`src/rtl/dpbram_access_sched_pkg.sv`:
```
// Shared state encoding and read-burst layout for the Zynq-side DPBRAM
// access scheduler.
package dpbram_access_sched_pkg;

  typedef enum logic [1:0] {
    ST_IDLE      = 2'd0,
    ST_WRITE     = 2'd1,
    ST_READ      = 2'd2,
    ST_READ_LAST = 2'd3
  } sched_state_e;

  typedef enum logic {
    CLS_WRITE = 1'b0,
    CLS_READ  = 1'b1
  } traffic_class_e;

  localparam int unsigned RD_BURST_LEN = 4;

  localparam logic [1:0] RD_OFS_STATUS = 2'd0;
  localparam logic [1:0] RD_OFS_VER    = 2'd1;
  localparam logic [1:0] RD_OFS_CNT_LO = 2'd2;
  localparam logic [1:0] RD_OFS_CNT_HI = 2'd3;

endpackage

```
`src/rtl/dpbram_access_sched_poll_timer.sv`:
```
// Free-running poll interval counter; a period of zero parks the counter and
// suppresses ticks.
module dpbram_access_sched_poll_timer (
  input  logic        clk,
  input  logic        rst_n,
  input  logic [31:0] i_period,
  output logic        o_tick
);

  logic [31:0] cnt_q;
  logic [31:0] cnt_d;
  logic [31:0] last_cnt;

  // A period shortened below the running count wraps silently, so a live
  // period change never produces a spurious poll.
  always_comb begin
    cnt_d    = cnt_q;
    o_tick   = 1'b0;
    last_cnt = i_period - 32'd1;
    if (i_period == 32'd0) begin
      cnt_d = '0;
    end else if (cnt_q == last_cnt) begin
      cnt_d  = '0;
      o_tick = 1'b1;
    end else if (cnt_q > last_cnt) begin
      cnt_d = '0;
    end else begin
      cnt_d = cnt_q + 32'd1;
    end
  end

  always_ff @(posedge clk or negedge rst_n) begin
    if (!rst_n) begin
      cnt_q <= '0;
    end else begin
      cnt_q <= cnt_d;
    end
  end

endmodule

```
`src/rtl/dpbram_access_sched.sv`:
```
// Shares one DPBRAM port between the parameter-block write burst and the
// periodic DSP status/version/counter read burst.
module dpbram_access_sched
  import dpbram_access_sched_pkg::*;
#(
  parameter int unsigned                 C_ADDR_WIDTH = 10,
  parameter int unsigned                 C_WR_WORDS   = 40,
  parameter logic [C_ADDR_WIDTH-1:0]     C_WR_BASE    = 10'h000,
  parameter logic [C_ADDR_WIDTH-1:0]     C_RD_BASE    = 10'h200
) (
  input  logic                        S_AXI_ACLK,
  input  logic                        S_AXI_ARESETN,
  input  logic [C_WR_WORDS*16-1:0]    i_wr_data,
  input  logic                        i_wr_req,
  input  logic [31:0]                 i_rd_period,
  output logic                        o_bram_en,
  output logic                        o_bram_we,
  output logic [C_ADDR_WIDTH-1:0]     o_bram_addr,
  output logic [15:0]                 o_bram_din,
  input  logic [15:0]                 i_bram_dout,
  output logic [15:0]                 o_dsp_status,
  output logic [15:0]                 o_dsp_ver,
  output logic [31:0]                 o_wf_read_cnt,
  output logic                        o_busy,
  output logic                        o_wr_done,
  output logic                        o_rd_done
);

  localparam logic [7:0] WR_LAST_IDX = 8'(C_WR_WORDS - 1);
  localparam logic [1:0] RD_LAST_IDX = 2'(RD_BURST_LEN - 1);

  sched_state_e             state_q, state_d;
  traffic_class_e           last_tie_q, last_tie_d;
  logic                     wr_pend_q, wr_pend_d;
  logic                     rd_pend_q, rd_pend_d;
  logic [7:0]               idx_q, idx_d;
  logic [C_WR_WORDS*16-1:0] shadow_q, shadow_d;
  logic [2:0][15:0]         stage_q, stage_d;
  logic [15:0]              dsp_status_q, dsp_status_d;
  logic [15:0]              dsp_ver_q, dsp_ver_d;
  logic [31:0]              wf_cnt_q, wf_cnt_d;
  logic                     wr_done_q, wr_done_d;
  logic                     rd_done_q, rd_done_d;
  logic                     poll_tick;
  logic                     start_wr;
  logic                     start_rd;

  dpbram_access_sched_poll_timer u_poll_timer (
    .clk      (S_AXI_ACLK),
    .rst_n    (S_AXI_ARESETN),
    .i_period (i_rd_period),
    .o_tick   (poll_tick)
  );

  // last_tie only moves when both classes contend, so a lone burst of either
  // class does not disturb the alternation between contested starts.
  always_comb begin
    state_d      = state_q;
    last_tie_d   = last_tie_q;
    wr_pend_d    = wr_pend_q | i_wr_req;
    rd_pend_d    = rd_pend_q | poll_tick;
    idx_d        = idx_q;
    shadow_d     = shadow_q;
    stage_d      = stage_q;
    dsp_status_d = dsp_status_q;
    dsp_ver_d    = dsp_ver_q;
    wf_cnt_d     = wf_cnt_q;
    wr_done_d    = 1'b0;
    rd_done_d    = 1'b0;
    start_wr     = 1'b0;
    start_rd     = 1'b0;

    unique case (state_q)
      ST_IDLE: begin
        if (wr_pend_q && rd_pend_q) begin
          if (last_tie_q == CLS_WRITE) begin
            start_rd   = 1'b1;
            last_tie_d = CLS_READ;
          end else begin
            start_wr   = 1'b1;
            last_tie_d = CLS_WRITE;
          end
        end else if (wr_pend_q) begin
          start_wr = 1'b1;
        end else if (rd_pend_q) begin
          start_rd = 1'b1;
        end

        if (start_wr) begin
          state_d   = ST_WRITE;
          idx_d     = '0;
          shadow_d  = i_wr_data;
          wr_pend_d = i_wr_req;
        end else if (start_rd) begin
          state_d   = ST_READ;
          idx_d     = '0;
          rd_pend_d = poll_tick;
        end
      end

      ST_WRITE: begin
        shadow_d = shadow_q >> 16;
        idx_d    = idx_q + 8'd1;
        if (idx_q == WR_LAST_IDX) begin
          state_d   = ST_IDLE;
          wr_done_d = 1'b1;
        end
      end

      // Read data lags its address by one clock, so the word landing now
      // belongs to the previous issue slot.
      ST_READ: begin
        unique case (idx_q[1:0])
          2'd1:    stage_d[0] = i_bram_dout;
          2'd2:    stage_d[1] = i_bram_dout;
          2'd3:    stage_d[2] = i_bram_dout;
          default: ;
        endcase
        idx_d = idx_q + 8'd1;
        if (idx_q[1:0] == RD_LAST_IDX) begin
          state_d = ST_READ_LAST;
        end
      end

      ST_READ_LAST: begin
        dsp_status_d = stage_q[RD_OFS_STATUS];
        dsp_ver_d    = stage_q[RD_OFS_VER];
        wf_cnt_d     = {i_bram_dout, stage_q[RD_OFS_CNT_LO]};
        rd_done_d    = 1'b1;
        state_d      = ST_IDLE;
      end

      default: state_d = ST_IDLE;
    endcase
  end

  always_ff @(posedge S_AXI_ACLK or negedge S_AXI_ARESETN) begin
    if (!S_AXI_ARESETN) begin
      state_q      <= ST_IDLE;
      last_tie_q   <= CLS_WRITE;
      wr_pend_q    <= 1'b0;
      rd_pend_q    <= 1'b0;
      idx_q        <= '0;
      shadow_q     <= '0;
      stage_q      <= '0;
      dsp_status_q <= '0;
      dsp_ver_q    <= '0;
      wf_cnt_q     <= '0;
      wr_done_q    <= 1'b0;
      rd_done_q    <= 1'b0;
    end else begin
      state_q      <= state_d;
      last_tie_q   <= last_tie_d;
      wr_pend_q    <= wr_pend_d;
      rd_pend_q    <= rd_pend_d;
      idx_q        <= idx_d;
      shadow_q     <= shadow_d;
      stage_q      <= stage_d;
      dsp_status_q <= dsp_status_d;
      dsp_ver_q    <= dsp_ver_d;
      wf_cnt_q     <= wf_cnt_d;
      wr_done_q    <= wr_done_d;
      rd_done_q    <= rd_done_d;
    end
  end

  // Port strobes decode straight from the state register so a reset drops
  // them without waiting for a clock.
  always_comb begin
    o_bram_en   = 1'b0;
    o_bram_we   = 1'b0;
    o_bram_addr = '0;
    o_bram_din  = '0;
    unique case (state_q)
      ST_WRITE: begin
        o_bram_en   = 1'b1;
        o_bram_we   = 1'b1;
        o_bram_addr = C_WR_BASE + C_ADDR_WIDTH'(idx_q);
        o_bram_din  = shadow_q[15:0];
      end
      ST_READ: begin
        o_bram_en   = 1'b1;
        o_bram_addr = C_RD_BASE + C_ADDR_WIDTH'(idx_q);
      end
      default: ;
    endcase
  end

  assign o_busy        = (state_q != ST_IDLE);
  assign o_dsp_status  = dsp_status_q;
  assign o_dsp_ver     = dsp_ver_q;
  assign o_wf_read_cnt = wf_cnt_q;
  assign o_wr_done     = wr_done_q;
  assign o_rd_done     = rd_done_q;

endmodule

```
`config.mk`:
```
export PLATFORM = sky130hd
export DESIGN_NAME = dpbram_access_sched
export DESIGN_NICKNAME = d
export VERILOG_FILES = /design/src/rtl/dpbram_access_sched_pkg.sv /design/src/rtl/dpbram_access_sched_poll_timer.sv /design/src/rtl/dpbram_access_sched.sv
export SDC_FILE = /design/constraint.sdc
export NUM_CORES = 2
export LEC_CHECK = 0
export CAP_MARGIN = 10
export CORE_AREA = 2 2 303 305
export DETAILED_ROUTE_END_ITERATION = 8
export DIE_AREA = 0 0 305 307
export PLACE_DENSITY = 0.69
export SETUP_SLACK_MARGIN = 0.2
export SKIP_LAST_GASP = 1
export SLEW_MARGIN = 25
export SYNTH_ARGS = -nofsm -noshare
export SYNTH_HDL_FRONTEND = slang
export SYNTH_SLANG_ARGS = --single-unit
export TNS_END_PERCENT = 100
```
`constraint.sdc`:
```
create_clock -name S_AXI_ACLK -period 2.4 [get_ports S_AXI_ACLK]
set_clock_uncertainty 0.2 [all_clocks]
set_input_delay 0.48 -clock S_AXI_ACLK [delete_from_list [all_inputs] [get_ports S_AXI_ACLK]]
set_output_delay 0.48 -clock S_AXI_ACLK [all_outputs]
set_load 0.03 [all_outputs]
```
==> insert_results.sql <==
INSERT INTO impl_metrics (metric_group, metric, value, unit) VALUES
('finish', 'final_cell_area', '0.0583', 'sq mm'),
('outcome', 'violations_in_the_final_reports', 'negative setup slack', ''),
('place', 'numPortBuffers', '784', ''),
('sta', 'post-route-worst-setup-slack', '-0.715', 'ns'),
('finish', 'flip_flop_and_latch_area', '0.0200', 'sq mm'),
('setup_path', 'critical-path-slowest-cell', 'nor4_4', ''),
('setup_path', 'crit-reg2reg-capture', 'shadow_q[397]', ''),
('synthesis', 'ys.warnings.count', '0', ''),
('cts', 'path_clk_slew', '0.06', 'ns'),
('setup_path', 'worstPathCellList', 'buf_6 > buf_8 > buf_4 > nor2_4 > nand3_4 > buf_4 > nor4_2 > buf_4 > buf_4 > xnor2_1 > ha_1 > nand4_1 > nor4_4 > nand4_1 > nand4_1 > buf_12 > buf_12 > buf_12 > nor4_4', ''),
('sta', 'clock.fmax', '0.321', 'GHz'),
('floorplan', 'ioPinCount', '786', ''),
('synthesis', 'synth_nets', '4209', ''),
('sta', 'setup_violations', '660', ''),
('setup_path', 'critical_path.endpoint', 'u_poll_timer.cnt_q[4]', ''),
('floorplan', 'fp.dieH', '307', 'microns'),
('route', 'drt_iter0_drc', '2400', ''),
('finish', 'fill_cell_total_of_the_finished_layout', '6663', ''),
('finish', 'layout.core_utilization', '64.2', '%'),
('sta', 'max_slew.worst_pin.slew', '0.594', 'ns'),
('setup_path', 'r2r.worst_path.cells', '17', ''),
('cts', 'clock_tree.htree_level_count', '3', ''),
('route', 'drt-vias-per-instance', '5.45', ''),
('route', 'routed_wirelength', '142000', 'microns'),
('sta', 'grt_setup_unrepaired', 'true', ''),
('setup_path', 'worst_ep_required_time', '2.72', 'ns'),
('synthesis', 'synth-async-reset-ratio', '100', '%'),
('floorplan', 'design.die.area', '0.0936', 'sq mm'),
('pwr', 'power_density', '1580', 'mW/mm^2'),
('route', 'drt_pass1_iterations', '5', ''),
('synthesis', 'number_of_synthesized_flops_with_an_enable_pin', '0', ''),
('finish', 'multiInputGateArea', '0.0181', 'sq mm'),
('grt', 'global_route_wire_length_before_repair', '195000', 'microns'),
('cts', 'clockRootBuffer', 'clkbuf_16', ''),
('floorplan', 'die_width', '305', 'microns'),
('grt', 'global_route.usage.total', '27.3', '%'),
('setup_path', 'worst-setup-path-type', 'in -> reg', ''),
('cts', 'cts_inserted_buffers', '91', ''),
('route', 'drtAntennaViolNets', '0', ''),
('outcome', 'outcome', 'finished, violations left', ''),
('hold_path', 'worstHoldPathType', 'in -> async', ''),
('flow_run', 'drv_cap', '0', ''),
('place', 'place.gp.congestion', '0.898', ''),
('sta', 'final-hold-violation-count', '0', ''),
('pwr', 'peak_supply_drop', '0.888', 'mV'),
('synthesis', 'netlist-cell-type-count', '52', ''),
('synthesis', 'yosys_register_bits', '799', ''),
('synthesis', 'netlist_area', '0.0374', 'sq mm'),
('sta', 'report.final.slew_viol_count', '0', ''),
('route', 'post-route-drc-count', '0', ''),
('cts', 'cts.sinks', '799', ''),
('synthesis', 'post_synth.cell_area_avg', '10.8', 'sq um'),
('sta', 'slew_headroom', '59.3', '%'),
('grt', 'grt_overflow_total', '0', ''),
('floorplan', 'initial_cell_density_of_the_core', '41.2', '%'),
('cts', 'insertion_delay', '0.65', 'ns'),
('setup_path', 'regToRegSetupSlack', '-0.30', 'ns'),
('finish', 'final_layout_size_suffix_gt1_share', '25.9', '%'),
('setup_path', 'cp-start-kind', 'input pin', ''),
('setup_path', 'worst_r2r_startpoint', 'state_q[1]', ''),
('floorplan', 'fp.coreArea', '0.0907', 'sq mm'),
('grt', 'first_global_vias', '31527', ''),
('cts', 'clock_tree.buffer_depth', '3', ''),
('finish', 'finish.net_count', '5331', ''),
('place', 'placed_wire_length_estimate', '89700', 'microns'),
('setup_path', 'path_max_fanout', '6', ''),
('route', 'vias', '32118', ''),
('grt', 'antenna_found_initial', '60', ''),
('finish', 'areaGrowthSynthToFinish', '55.8', '%'),
('synthesis', 'synth-main-ff-cell', 'dfrtp_1', ''),
('sta', 'fin_crit_sh', '130', '%');
[cell families after synthesis]
| kind of cell | Yosys count | synth area share, % |
|---|---|---|
| XOR/XNOR | 63 | 1.48 |
| multiplexers | 739 | 20.2 |
| adder cells (fa/ha/maj) | 43 | 1.44 |
| buffers and inverters | 259 | 3.35 |
| other | 1 | 0.0100 |
| AO/OA/AOI/OAI | 682 | 9.31 |
| AND/OR/NAND/NOR | 889 | 10.8 |
| flip-flops | 799 | 53.5 |
[final cells by class]
type | instances | area share, %
multi-input cells | 2417 | 31.1
well taps | 1186 | 2.55
inverters | 17 | 0.157
diodes | 41 | 0.176
clock inverters | 28 | 0.586
flip-flops and latches | 799 | 34.3
clock buffers | 137 | 4.73
repair buffers | 1271 | 26.4
[metal layers]
layer | vias up | GRT usage [%] | share of wire (%)
met5 | - | 0 | 0.19
met4 | 38 | 13.3 | 5.6
met3 | 448 | 6.70 | 7.0
met2 | 1326 | 44.7 | 48
met1 | 15859 | 33.8 | 39
li1 | 14447 | - | -
[synthesized netlist by cell type, drive strengths merged (17+ instances only)]
cell type	n	share of area [%]
dfrtp	799	53
nand2	695	7.0
o21ai	651	8.7
mux2i	626	17
clkbuf	141	1.4
mux2	113	3.4
buf	101	1.8
nor4	52	1.6
xnor2	47	1.1
ha	43	1.4
nor2	31	0.31
and2	27	0.45
nand3	23	0.32
nor3	18	0.25
a21oi	17	0.25
[sequential cells by signal (all words and copies together), names as in the netlist, 2 cells and up]
signal	cells
o_dsp_status	16
o_dsp_ver	16
idx_q	8
stage_q	48
shadow_q	640
o_wf_read_cnt	32
u_poll_timer.cnt_q	32
state_q	2
[through the flow]
step | instances | setup WS [ns] | TNS [ns] | total power [mW]
after global placement | 5431 | -1.75 | -56.84 | 54.5
after global routing | 5893 | -0.844 | -151.30 | 96.6
after CTS | 5759 | -0.775 | -82.52 | 81.6
after detailed placement | 5431 | -1.82 | -59.06 | 55.6
final | 5896 | -0.715 | -81.11 | 92.1
after floorplan | 3475 | -0.894 | -28.88 | 44.7
[critical path, delay by kind of cell]
kind	cells	cell delay (ns)
simple gates	8	1.44
fa+ha+maj	1	0.30
buf+inv	9	1.14
xor+xnor	1	0.06
[power by group]
part           internal [mW]  leakage (nW)  switching, mW
Sequential              20.3          9.86           4.70
Combinational           27.2          14.5           25.4
Clock                   8.67          1.53           5.85
[how the worst min path moves through the flow]
stage               cells past startpoint            end  slack, ns          start
floorplan                               0       idx_q[0]      -0.02  S_AXI_ARESETN
global placement                        1  shadow_q[222]       0.24  S_AXI_ARESETN
detailed placement                      1  shadow_q[222]       0.24  S_AXI_ARESETN
CTS                                     2  shadow_q[222]       0.13  S_AXI_ARESETN
global route                            2  shadow_q[189]       0.16  S_AXI_ARESETN
finish                                  2  shadow_q[189]       0.16  S_AXI_ARESETN
[what timing repair did]
action | CTS | global route
setup endpoints to repair | 561 | 711
setup buffers | 98 | 45
endpoints found under the hold margin | 210 | 0
pin swaps | 80 | 196
gates cloned | 64 | 51
hold buffers | 1 | 0
resized for setup | 443 | 613
[cells in the final DEF, fill, tap and decap left out, types with 10 or more instances in the layout]
| cell | n |
|---|---|
| buf_8 | 32 |
| buf_12 | 91 |
| nand2_4 | 88 |
| and2_4 | 24 |
| mux2_2 | 113 |
| o21ai_0 | 425 |
| ha_1 | 37 |
| clkbuf_16 | 132 |
| xnor2_1 | 47 |
| buf_4 | 200 |
| diode_2 | 41 |
| o21ai_2 | 156 |
| dlygate4sd2_1 | 74 |
| o21ai_1 | 64 |
| clkbuf_8 | 22 |
| nand4_1 | 10 |
| clkbuf_1 | 20 |
| xor2_1 | 16 |
| clkdlybuf4s50_1 | 669 |
| mux2i_1 | 622 |
| nand2_2 | 65 |
| nor4_1 | 10 |
| nand2_1 | 542 |
| nor3_1 | 10 |
| dfrtp_1 | 799 |
| nor2_1 | 24 |
| nand3_1 | 20 |
| nor4_2 | 19 |
| nor4_4 | 23 |
| inv_1 | 11 |
| clkinv_2 | 13 |
| a21oi_1 | 14 |
| buf_6 | 70 |
| buf_16 | 79 |
No activity file was read; power rests on OpenSTA's default activity.
